===== src/rtl/xbar_frame_ser.sv =====
// Multi-channel parallel-to-serial framer: start bit, channel 0..PORTS-1 data, optional parity, stop bit.
// Define XBAR_SER_PARITY_EN to insert an even-parity bit between the data and the stop bit.
module xbar_frame_ser #(
    parameter int PORTS        = 4,
    parameter int PACKET_WIDTH = 8,
    parameter int BIT_DIV      = 10,
    parameter int LSB_FIRST    = 0
) (
    input  logic                          clk,
    input  logic                          rst,
    input  logic                          in_valid,
    output logic                          in_ready,
    input  logic [PORTS*PACKET_WIDTH-1:0] in_data,
    output logic                          serial_out,
    output logic                          busy,
    output logic                          frame_done
);

    localparam int FW = PORTS * PACKET_WIDTH;
    localparam int CW = (BIT_DIV > 1) ? $clog2(BIT_DIV) : 1;
    localparam int BW = (FW > 1) ? $clog2(FW) : 1;
    localparam logic [CW-1:0] CNT_LAST = CW'(BIT_DIV - 1);
    localparam logic [BW-1:0] BIT_LAST = BW'(FW - 1);

    typedef enum logic [2:0] {
        S_IDLE,
        S_START,
        S_DATA,
`ifdef XBAR_SER_PARITY_EN
        S_PARITY,
`endif
        S_STOP
    } state_t;

    state_t          state, state_nxt;
    logic [CW-1:0]   cnt, cnt_nxt;
    logic [BW-1:0]   bidx, bidx_nxt;
    logic [FW-1:0]   shreg, shreg_nxt;
    logic [FW-1:0]   shreg_sh;
    logic            par, par_nxt;
    logic            so_nxt;
    logic            bit_end;
    logic            accept;

    // Reorders the frame so the first bit on the line sits at bit 0 and the register simply shifts right.
    function automatic logic [FW-1:0] send_order(input logic [FW-1:0] d);
        logic [FW-1:0] o;
        o = '0;
        for (int c = 0; c < PORTS; c++) begin
            for (int k = 0; k < PACKET_WIDTH; k++) begin
                if (LSB_FIRST != 0)
                    o[c*PACKET_WIDTH + k] = d[c*PACKET_WIDTH + k];
                else
                    o[c*PACKET_WIDTH + k] = d[c*PACKET_WIDTH + PACKET_WIDTH - 1 - k];
            end
        end
        return o;
    endfunction

    assign bit_end    = (cnt == CNT_LAST);
    assign in_ready   = rst && ((state == S_IDLE) || ((state == S_STOP) && bit_end));
    assign accept     = in_valid && in_ready;
    assign busy       = (state != S_IDLE);
    assign frame_done = (state == S_STOP) && bit_end;
    assign shreg_sh   = shreg >> 1;

    always_comb begin
        state_nxt = state;
        cnt_nxt   = cnt;
        bidx_nxt  = bidx;
        shreg_nxt = shreg;
        par_nxt   = par;
        so_nxt    = serial_out;

        if (state != S_IDLE)
            cnt_nxt = bit_end ? '0 : cnt + CW'(1);

        case (state)
            S_IDLE: begin
            end
            S_START: begin
                if (bit_end) begin
                    state_nxt = S_DATA;
                    so_nxt    = shreg[0];
                end
            end
            S_DATA: begin
                if (bit_end) begin
                    par_nxt = par ^ shreg[0];
                    if (bidx == BIT_LAST) begin
`ifdef XBAR_SER_PARITY_EN
                        state_nxt = S_PARITY;
                        so_nxt    = par ^ shreg[0];
`else
                        state_nxt = S_STOP;
                        so_nxt    = 1'b1;
`endif
                    end else begin
                        bidx_nxt  = bidx + BW'(1);
                        shreg_nxt = shreg_sh;
                        so_nxt    = shreg_sh[0];
                    end
                end
            end
`ifdef XBAR_SER_PARITY_EN
            S_PARITY: begin
                if (bit_end) begin
                    state_nxt = S_STOP;
                    so_nxt    = 1'b1;
                end
            end
`endif
            S_STOP: begin
                if (bit_end)
                    state_nxt = S_IDLE;
            end
            default: begin
                state_nxt = S_IDLE;
                so_nxt    = 1'b1;
            end
        endcase

        // An accept in the last stop cycle overrides the return to idle: start bit goes out on this edge.
        if (accept) begin
            state_nxt = S_START;
            cnt_nxt   = '0;
            bidx_nxt  = '0;
            shreg_nxt = send_order(in_data);
            par_nxt   = 1'b0;
            so_nxt    = 1'b0;
        end
    end

    always_ff @(posedge clk or negedge rst) begin
        if (!rst) begin
            state      <= S_IDLE;
            cnt        <= '0;
            bidx       <= '0;
            shreg      <= '0;
            par        <= 1'b0;
            serial_out <= 1'b1;
        end else begin
            state      <= state_nxt;
            cnt        <= cnt_nxt;
            bidx       <= bidx_nxt;
            shreg      <= shreg_nxt;
            par        <= par_nxt;
            serial_out <= so_nxt;
        end
    end

endmodule


===== config.mk =====
export PLATFORM = sky130hd
export DESIGN_NAME = xbar_frame_ser
export DESIGN_NICKNAME = d
export VERILOG_FILES = /design/src/rtl/xbar_frame_ser.sv
export SDC_FILE = /design/constraint.sdc
export NUM_CORES = 1
export LEC_CHECK = 0
export CELL_PAD_IN_SITES_DETAIL_PLACEMENT = 1
export CELL_PAD_IN_SITES_GLOBAL_PLACEMENT = 2
export CORE_MARGIN = 10
export CORE_UTILIZATION = 35
export DETAILED_ROUTE_END_ITERATION = 8
export PLACE_DENSITY_LB_ADDON = 0.1
export SLEW_MARGIN = 20
export SYNTH_ARGS = -nofsm -noshare
export SYNTH_HDL_FRONTEND = slang
export SYNTH_SLANG_ARGS = --single-unit

===== constraint.sdc =====
create_clock -name clk -period 4.1 [get_ports clk]
set_input_delay 0.615 -clock clk [delete_from_list [all_inputs] [get_ports clk]]
set_output_delay 0.615 -clock clk [all_outputs]
set_load 0.1 [all_outputs]

==> impl_metrics.tcl, run 1 <==
set metrics [dict create \
    cts_buffers 5 \
    yosysTopAreaCell "dfrtp_1" \
    postSynthCellCount 254 \
    p_switching_uw 670 \
    slew_viol_final 0 \
    fin_crit_ps 3110 \
    synth_cell_types 35 \
    power.share.combinational 0.388 \
    relSlewSlack 0.350 \
    clk_latency_ps 300 \
    p_int_uw 1080 \
    wl_um 5360 \
    finalHoldViolCount 0 \
    drc_errors 0 \
    core_area_um2 6420 \
    tightest_slew_ps 972 \
    wl_per_cell_um 14.8 \
    synth_edf_count 0 \
    seqCellArea_um2 1100 \
    grt_usage 0.108 \
    power_frac_clock 0.187 \
    vias 1800 \
    ios 39 \
    fill_cells 752 \
    outcome "complete, no violations" \
    n_antenna_cell 0 \
    grt_pass1_wl_um 9190 \
    crit_arrival_ps 2490 \
    cp-start-kind "flop" \
    rsz0062_at_grt "false" \
    h-tree-depth 2 \
    fmax_mhz 322 \
    seqPwrFrac 0.425 \
    total_power_uw 1750 \
    ctsHoldBuffers 0 \
    firstDrtPassIters 4 \
    syn_area_um2 2350 \
    skew_ps 12.1 \
    layout-drive-gt1-share 0.129 \
    place_inst 355 \
    cts_resized 0 \
    fin_util 0.436 \
    syn2layout_area_growth_pct 19.0 \
    hp-class "in2async" \
    endpoint_kind "primary output" \
    finalNonFillerCells 363 \
    ir_drop_mv 0.172 \
    ant_nets 0 \
    ys_ff_latch 44 \
    power.density_nw_per_um2 624 \
    synth-seq-area-share 0.469 \
    clk_pin_slew_ps 90 \
    max_cap_viol_count 0 \
    chipWidth_um 102 \
    crit_required_ps 3480 \
    finalSetupViolCount 0 \
    drt_iter0_drc 92 \
    synth_top_area_frac 0.457 \
    ys_async_sr_fraction 1.00 \
    avgSynthCellArea_um2 9.26 \
    cts_tree "built" \
    start_util 0.366 \
    grt_max_degree 46 \
    grt_pass1_vias 1919 \
    nNetsFinal 328 \
    die_h_um 102 \
    path_max_fanout 15 \
    multi_input_area_um2 1090 \
    grt-ovfl-total 0 \
    syn_nets 297 \
    port_buffers 38 \
    post-route-period-util 0.757 \
    fin_tns_setup_ps 0 \
    ys_warn_count 0 \
    num_rows 29 \
    dieArea_um2 10400 \
    dp_hpwl_um 3630 \
    cts_buffer_depth 2 \
    synth.area.top_cells "dfrtp_1, nand2_1, a31oi_2" \
    grt_antenna_before_repair 0 \
    ys.flop_type "dfrtp_1" \
    avgViaCountPerCell 4.96 \
    gp_congestion 0.763 \
    critPathKind "reg2out" \
    cts_root_buffer "clkbuf_8" \
    clock-sinks 44 \
    switching_share 0.384 \
    cellLeakagePower_uw 0.00123 \
    postCtsSetupBuffers 0 \
]
## worst paths after layout
kind | from | end | slack (ps) | cells after the start
worst min-delay path | rst | cnt[2]$_DFFE_PN0P_ | 410 | 2
max in group asynchronous | rst | shreg[2]$_DFFE_PN0P_ | 3270 | 2
worst min register to register | bidx[4]$_DFFE_PN0P_ | bidx[4]$_DFFE_PN0P_ | 540 | 2
min in group clk | bidx[4]$_DFFE_PN0P_ | bidx[4]$_DFFE_PN0P_ | 540 | 2
worst max-delay path | state[0]$_DFFE_PN0P_ | busy | 990 | 4
worst max register to register | state[0]$_DFFE_PN0P_ | shreg[29]$_DFFE_PN0P_ | 1680 | 6
## layout make-up
| cell class | count | area share |
|---|---|---|
| well taps | 77 | 0.0344 |
| multi-input cells | 189 | 0.388 |
| clock buffers | 6 | 0.0259 |
| inverters | 5 | 0.00671 |
| flip-flops and latches | 44 | 0.394 |
| repair buffers | 40 | 0.139 |
| clock inverters | 2 | 0.0125 |
## flip-flops by register name, summed over array words and instances, names as in the netlist
register    flops
cnt             4
state           2
shreg          32
serial_out      1
bidx            5
## placed cells by master, fill, tap and decap left out, types with 2 or more instances in the layout
| cell type | instances |
|---|---|
| and3_1 | 2 |
| nand2_1 | 58 |
| mux2i_1 | 2 |
| ha_1 | 8 |
| a21oi_1 | 7 |
| clkbuf_8 | 5 |
| clkdlybuf4s50_1 | 36 |
| nor3_1 | 3 |
| nand3_1 | 6 |
| a31oi_2 | 12 |
| inv_1 | 5 |
| buf_4 | 3 |
| a31oi_1 | 19 |
| dfrtp_1 | 43 |
| o21ai_0 | 5 |
| nand2_2 | 11 |
| xor2_1 | 2 |
| nor2_1 | 39 |
| o31ai_1 | 3 |
## routing by layer
| layer | part of all wire | vias to the layer above | GRT usage |
|---|---|---|---|
| met1 | 0.50 | 851 | 0.142 |
| met5 | 0 | - | 0 |
| li1 | - | 914 | - |
| met3 | 0.057 | 6 | 0.0378 |
| met4 | 0.012 | 0 | 0.0325 |
| met2 | 0.43 | 29 | 0.163 |
## cells by family (layout without fill, tap and decap cells)
logic type	after synthesis	count (layout)	share of synthesized area
muxes	2	2	0.00851
adders and majority gates	8	8	0.0426
buffers and inverters	21	53	0.0729
AOI/OAI and AO/OA	49	49	0.161
DFF	44	44	0.469
xor gates and xnor gates	3	3	0.0112
and+or+nand+nor	127	127	0.235
## synth_stat cells, types with 3 or more instances
library cell,count
a21oi_1,7
a31oi_1,19
a31oi_2,12
buf_2,6
buf_6,3
dfrtp_1,43
ha_1,8
inv_1,5
nand2_1,58
nand2_2,11
nand3_1,6
nor2_1,39
nor3_1,3
o21ai_0,5
o31ai_1,3
## through the flow
stage | cell area (um^2) | hold WS, ps | setup slack (ps)
final | 2800 | 408 | 994
after global routing | 2800 | 484 | 898
after CTS | 2800 | 451 | 979
after detailed placement | 2690 | 522 | 1320
after global placement | 2690 | 504 | 1390
after floorplan | 2350 | 319 | 492
## worst max-delay path, cell delays in order (launching register included)
cell and delay, ps:
dfrtp_1 410, inv_1 80, ha_1 390, inv_1 150
clkdlybuf4s50_1 1150
## power groups by stage
| stage | Combinational [uW] | Clock [uW] | Sequential (uW) |
|---|---|---|---|
| final | 676 | 327 | 742 |
| after global routing | 755 | 361 | 768 |
| after CTS | 688 | 342 | 742 |
| after detailed placement | 684 | 0 | 749 |
| after global placement | 671 | 0 | 740 |
| after floorplan | 510 | 0 | 755 |
No activity file was read; power rests on OpenSTA's default activity.
==> run 2, diff against run 1 <==
--- a/config.mk
+++ b/config.mk
@@ -8,7 +8,7 @@
 export CELL_PAD_IN_SITES_DETAIL_PLACEMENT = 1
 export CELL_PAD_IN_SITES_GLOBAL_PLACEMENT = 2
 export CORE_MARGIN = 10
-export CORE_UTILIZATION = 35
+export CORE_UTILIZATION = 29
 export DETAILED_ROUTE_END_ITERATION = 8
 export PLACE_DENSITY_LB_ADDON = 0.1
 export SLEW_MARGIN = 20
==> constraint.sdc (replaced) <==
create_clock -name clk -period 2.6 [get_ports clk]
set_input_delay 0.39 -clock clk [delete_from_list [all_inputs] [get_ports clk]]
set_output_delay 0.39 -clock clk [all_outputs]
set_load 0.1 [all_outputs]
==> impl_metrics.tcl, run 2 (synthesis results as in run 1) <==
set metrics [dict create \
    firstDrtPassIters 4 \
    largestRegisters "shreg (32), bidx (5), cnt (4)" \
    crit_buf_inv 0 \
    power_frac_clock 0.170 \
    slowest_stage "and2_4" \
    slew_viol_final 0 \
    critPathMaxStageDelay_ps 460 \
    rsz0062_at_grt "false" \
    power.share.combinational 0.406 \
    mostFrequentLayoutCells "nand2_1, dfrtp_1, nor2_1, clkdlybuf4s50_1, a31oi_1" \
    port_buffers 38 \
    chipWidth_um 110 \
    cts_buffers 5 \
    switching_share 0.396 \
    crit_arrival_ps 2400 \
    dpl_cell_area_um2 2780 \
    skew_ps 8.06 \
    layout-drive-gt1-share 0.159 \
    grt_usage 0.101 \
    n_antenna_cell 0 \
    outcome "complete, no violations" \
    ios 39 \
    p_switching_uw 1090 \
    grt_max_degree 45 \
    p_int_uw 1660 \
    gp_congestion 0.706 \
    r2r_end "shreg[24]$_DFFE_PN0P_" \
    crit_required_ps 2820 \
    dieArea_um2 12100 \
    fill_cells 917 \
    r2r.worst_path.cells 7 \
    ctsHoldBuffers 0 \
    wl_per_cell_um 14.9 \
    cts_resized 0 \
    fin_area_um2 2870 \
    tightest_slew_ps 697 \
    core_area_um2 7810 \
    seqPwrFrac 0.424 \
    grt_pass1_wl_um 9740 \
    cp-start-kind "flop" \
    ir_drop_mv 0.665 \
    num_rows 32 \
    cts_root_buffer "clkbuf_8" \
    crit_chain "ha_1 > and3_1 > ha_1 > and2b_1 > and2_4 > nand2_1 > a31oi_1" \
    endpoint_kind "flop" \
    fin_tns_setup_ps 0 \
    crit_family "simple AND/OR/NAND/NOR gates" \
    grt-ovfl-total 0 \
    postCtsSetupBuffers 0 \
    fin_crit_ps 2180 \
    finalSetupViolCount 0 \
    max_cap_viol_count 0 \
    largest_reg_flops 32 \
    vias 1859 \
    post-route-period-util 0.838 \
    cts_buffer_depth 2 \
    dp_hpwl_um 3920 \
    critPathLaunch "bidx[0]$_DFFE_PN0P_" \
    ant_nets 0 \
    top_register "shreg" \
    syn2layout_area_growth_pct 22.1 \
    grt_antenna_before_repair 0 \
    h-tree-depth 2 \
    fmax_mhz 459 \
    cpMostUsedCell "ha_1" \
    start_util 0.301 \
    hp-class "in2async" \
    cts_tree "built" \
    cp.depth 7 \
    power.density_nw_per_um2 958 \
    crit_path_end "shreg[24]$_DFFE_PN0P_" \
    avgViaCountPerCell 4.74 \
    r2r-start "bidx[0]$_DFFE_PN0P_" \
    die_h_um 110 \
    r2r_setup_slack_ps 420 \
    finalHoldViolCount 0 \
    nNetsFinal 332 \
    grt_pass1_vias 1963 \
    clk_pin_slew_ps 90 \
    critPathKind "reg2reg" \
    relSlewSlack 0.534 \
    path_max_fanout 34 \
    final_common_cell "nand2_1" \
    clock-sinks 44 \
    cellLeakagePower_uw 0.00125 \
    drt_iter0_drc 64 \
    drc_errors 0 \
    wl_um 5820 \
    clk_latency_ps 300 \
]
## run 2: through the flow
stage | total power [uW] | utilization | hold WS, ps | setup slack [ps] | cells
after global placement | 2300 | 0.356 | 510 | 436 | 384
after detailed placement | 2310 | 0.356 | 519 | 402 | 384
after CTS | 2800 | 0.368 | 264 | 372 | 392
final | 2750 | 0.368 | 225 | 421 | 392
after global routing | 2990 | 0.368 | 289 | 207 | 392
after floorplan | 2000 | - | 94.4 | 303 | 254
## run 2: routing by layer
metal,routed length [um],global-route usage
met1,2720,0.128
met2,2700,0.156
met3,328,0.0342
met4,70,0.0362
met5,0,0
## run 2: how the worst min path moves through the flow
| stage | to | slack [ps] | cells past startpoint |
|---|---|---|---|
| floorplan | bidx[0]$_DFFE_PN0P_ | 90 | 0 |
| global placement | shreg[31]$_DFFE_PN0P_ | 510 | 2 |
| detailed placement | bidx[3]$_DFFE_PN0P_ | 520 | 2 |
| CTS | shreg[1]$_DFFE_PN0P_ | 260 | 2 |
| global route | shreg[1]$_DFFE_PN0P_ | 290 | 2 |
| finish | cnt[2]$_DFFE_PN0P_ | 230 | 2 |
## run 2: final cells by class
class                   count  area (um^2)  area share
clock buffers               7         86.3      0.0301
clock inverters             1         7.51     0.00261
inverters                   5         18.8     0.00653
multi-input cells         189         1090       0.381
flip-flops and latches     44         1100       0.384
well taps                 102          128      0.0444
repair buffers             44          435       0.152
## run 2: power groups by stage
stage	Clock, uW	Combinational (uW)	Sequential, uW
floorplan	0	814	1190
global placement	0	1120	1180
detailed placement	0	1130	1180
CTS	491	1140	1170
global route	519	1260	1210
finish	468	1120	1170
==> run 3, diff against run 2 <==
--- a/config.mk
+++ b/config.mk
@@ -8,7 +8,7 @@
 export CELL_PAD_IN_SITES_DETAIL_PLACEMENT = 1
 export CELL_PAD_IN_SITES_GLOBAL_PLACEMENT = 2
 export CORE_MARGIN = 10
-export CORE_UTILIZATION = 29
+export CORE_UTILIZATION = 32
 export DETAILED_ROUTE_END_ITERATION = 8
 export PLACE_DENSITY_LB_ADDON = 0.1
 export SLEW_MARGIN = 20
==> constraint.sdc (replaced) <==
create_clock -name clk -period 2.05 [get_ports clk]
set_input_delay 0.3075 -clock clk [delete_from_list [all_inputs] [get_ports clk]]
set_output_delay 0.3075 -clock clk [all_outputs]
set_load 0.1 [all_outputs]
==> impl_metrics.tcl, run 3 (synthesis results as in run 1) <==
set metrics [dict create \
    outcome "complete, no violations" \
    start_util 0.326 \
    drc_errors 0 \
    crit_buf_inv 1 \
    fin_tns_setup_ps 0 \
    cp.depth 8 \
    n_antenna_cell 0 \
    grt_usage 0.105 \
    cts_buffer_depth 2 \
    ir_drop_mv 0.309 \
    ios 39 \
    dieArea_um2 11200 \
    cp-start-kind "flop" \
    r2r_end "shreg[0]$_DFFE_PN0P_" \
    grt_pass1_vias 2019 \
    hp-class "in2async" \
    gp_congestion 0.682 \
    avgViaCountPerCell 4.79 \
    wl_um 5710 \
    vias 1902 \
    cts_buffers 5 \
    tightest_slew_ps 590 \
    crit_chain "ha_1 > and3_1 > ha_1 > and2b_2 > and2_4 > buf_4 > nand2_2 > a31oi_2" \
    nNetsFinal 340 \
    die_h_um 106 \
    cts_tree "built" \
    clk_pin_slew_ps 80 \
    r2r.worst_path.cells 8 \
    layout-drive-gt1-share 0.191 \
    largest_reg_flops 32 \
    ant_nets 0 \
    fill_cells 863 \
    core_area_um2 7210 \
    skew_ps 5.79 \
    slowest_stage "dfrtp_1" \
    crit_family "simple AND/OR/NAND/NOR gates" \
    ctsHoldBuffers 0 \
    num_rows 31 \
    endpoint_kind "flop" \
    top_register "shreg" \
    cts_root_buffer "clkbuf_8" \
    slew_viol_final 0 \
    critPathKind "reg2reg" \
    clk_latency_ps 300 \
    mostFrequentLayoutCells "nand2_1, dfrtp_1, nor2_1, clkdlybuf4s50_1, a31oi_1" \
    fin_crit_ps 1950 \
    firstDrtPassIters 4 \
    clock-sinks 44 \
    drt_iter0_drc 37 \
    largestRegisters "shreg (32), bidx (5), cnt (4)" \
    relSlewSlack 0.606 \
    finalHoldViolCount 0 \
    crit_required_ps 2270 \
    fmax_mhz 514 \
    post-route-period-util 0.949 \
    r2r_setup_slack_ps 100 \
    r2r-start "bidx[0]$_DFFE_PN0P_" \
    port_buffers 38 \
    critPathMaxStageDelay_ps 410 \
    max_cap_viol_count 0 \
    grt-ovfl-total 0 \
    cellLeakagePower_uw 0.00131 \
    path_max_fanout 6 \
    finalSetupViolCount 0 \
    cpMostUsedCell "ha_1" \
    dp_hpwl_um 4030 \
    power.density_nw_per_um2 1180 \
    grt_antenna_before_repair 0 \
    h-tree-depth 2 \
    grt_pass1_wl_um 9740 \
    syn2layout_area_growth_pct 28.1 \
    final_common_cell "nand2_1" \
    chipWidth_um 106 \
    critPathLaunch "bidx[0]$_DFFE_PN0P_" \
    wl_per_cell_um 14.4 \
    crit_arrival_ps 2160 \
    fin_util 0.418 \
    grt_max_degree 45 \
]
-- run 3: through the flow --
| stage | hold WS [ps] | instance area, um^2 | setup WS (ps) | total power (uW) | cells |
|---|---|---|---|---|---|
| after floorplan | 11.9 | 2370 | 27.5 | 2550 | 254 |
| after global placement | 497 | 2900 | 116 | 2970 | 387 |
| after detailed placement | 489 | 2900 | -0.421 | 3010 | 387 |
| after CTS | 159 | 3000 | 48.8 | 3610 | 395 |
| after global routing | 188 | 3010 | -3.17 | 3860 | 397 |
| final | 139 | 3010 | 104 | 3560 | 397 |
-- run 3: worst max path at each step --
stage                     slack (ps)               endpoint
after floorplan                   30               in_ready
after global placement           120  shreg[20]$_DFFE_PN0P_
after detailed placement        -0.4  shreg[27]$_DFFE_PN0P_
after CTS                         50               in_ready
after global routing              -3   shreg[0]$_DFFE_PN0P_
final                            100   shreg[0]$_DFFE_PN0P_
-- run 3: per-layer routing --
layer | GRT usage | up-vias | wire length (um)
met2 | 0.160 | 32 | 2500
met3 | 0.0280 | 7 | 264
met5 | 0 | - | 0
li1 | - | 941 | -
met4 | 0.0377 | 0 | 86
met1 | 0.138 | 922 | 2860
-- run 3: report_power, final --
group / internal [uW] / leakage, uW / switching [uW]
Sequential: 1240 / 0.000502 / 255
Combinational: 669 / 0.000767 / 822
Clock: 274 / 0.0000445 / 303
Total: 2180 / 0.00131 / 1380
-- run 3: repair_timing --
item	CTS	global route
setup buffers	0	2
pin swaps	0	1
setup endpoints to repair	5	4
gates resized for setup	1	1
-- run 3: layout make-up --
class	instances	area, um^2	area share
clock buffer	7	86.3	0.0287
clock inverter	1	7.51	0.00249
inverter	5	18.8	0.00623
multi-input combinational	189	1100	0.366
sequential	44	1100	0.366
tap	99	124	0.0411
timing repair buffer	52	571	0.189
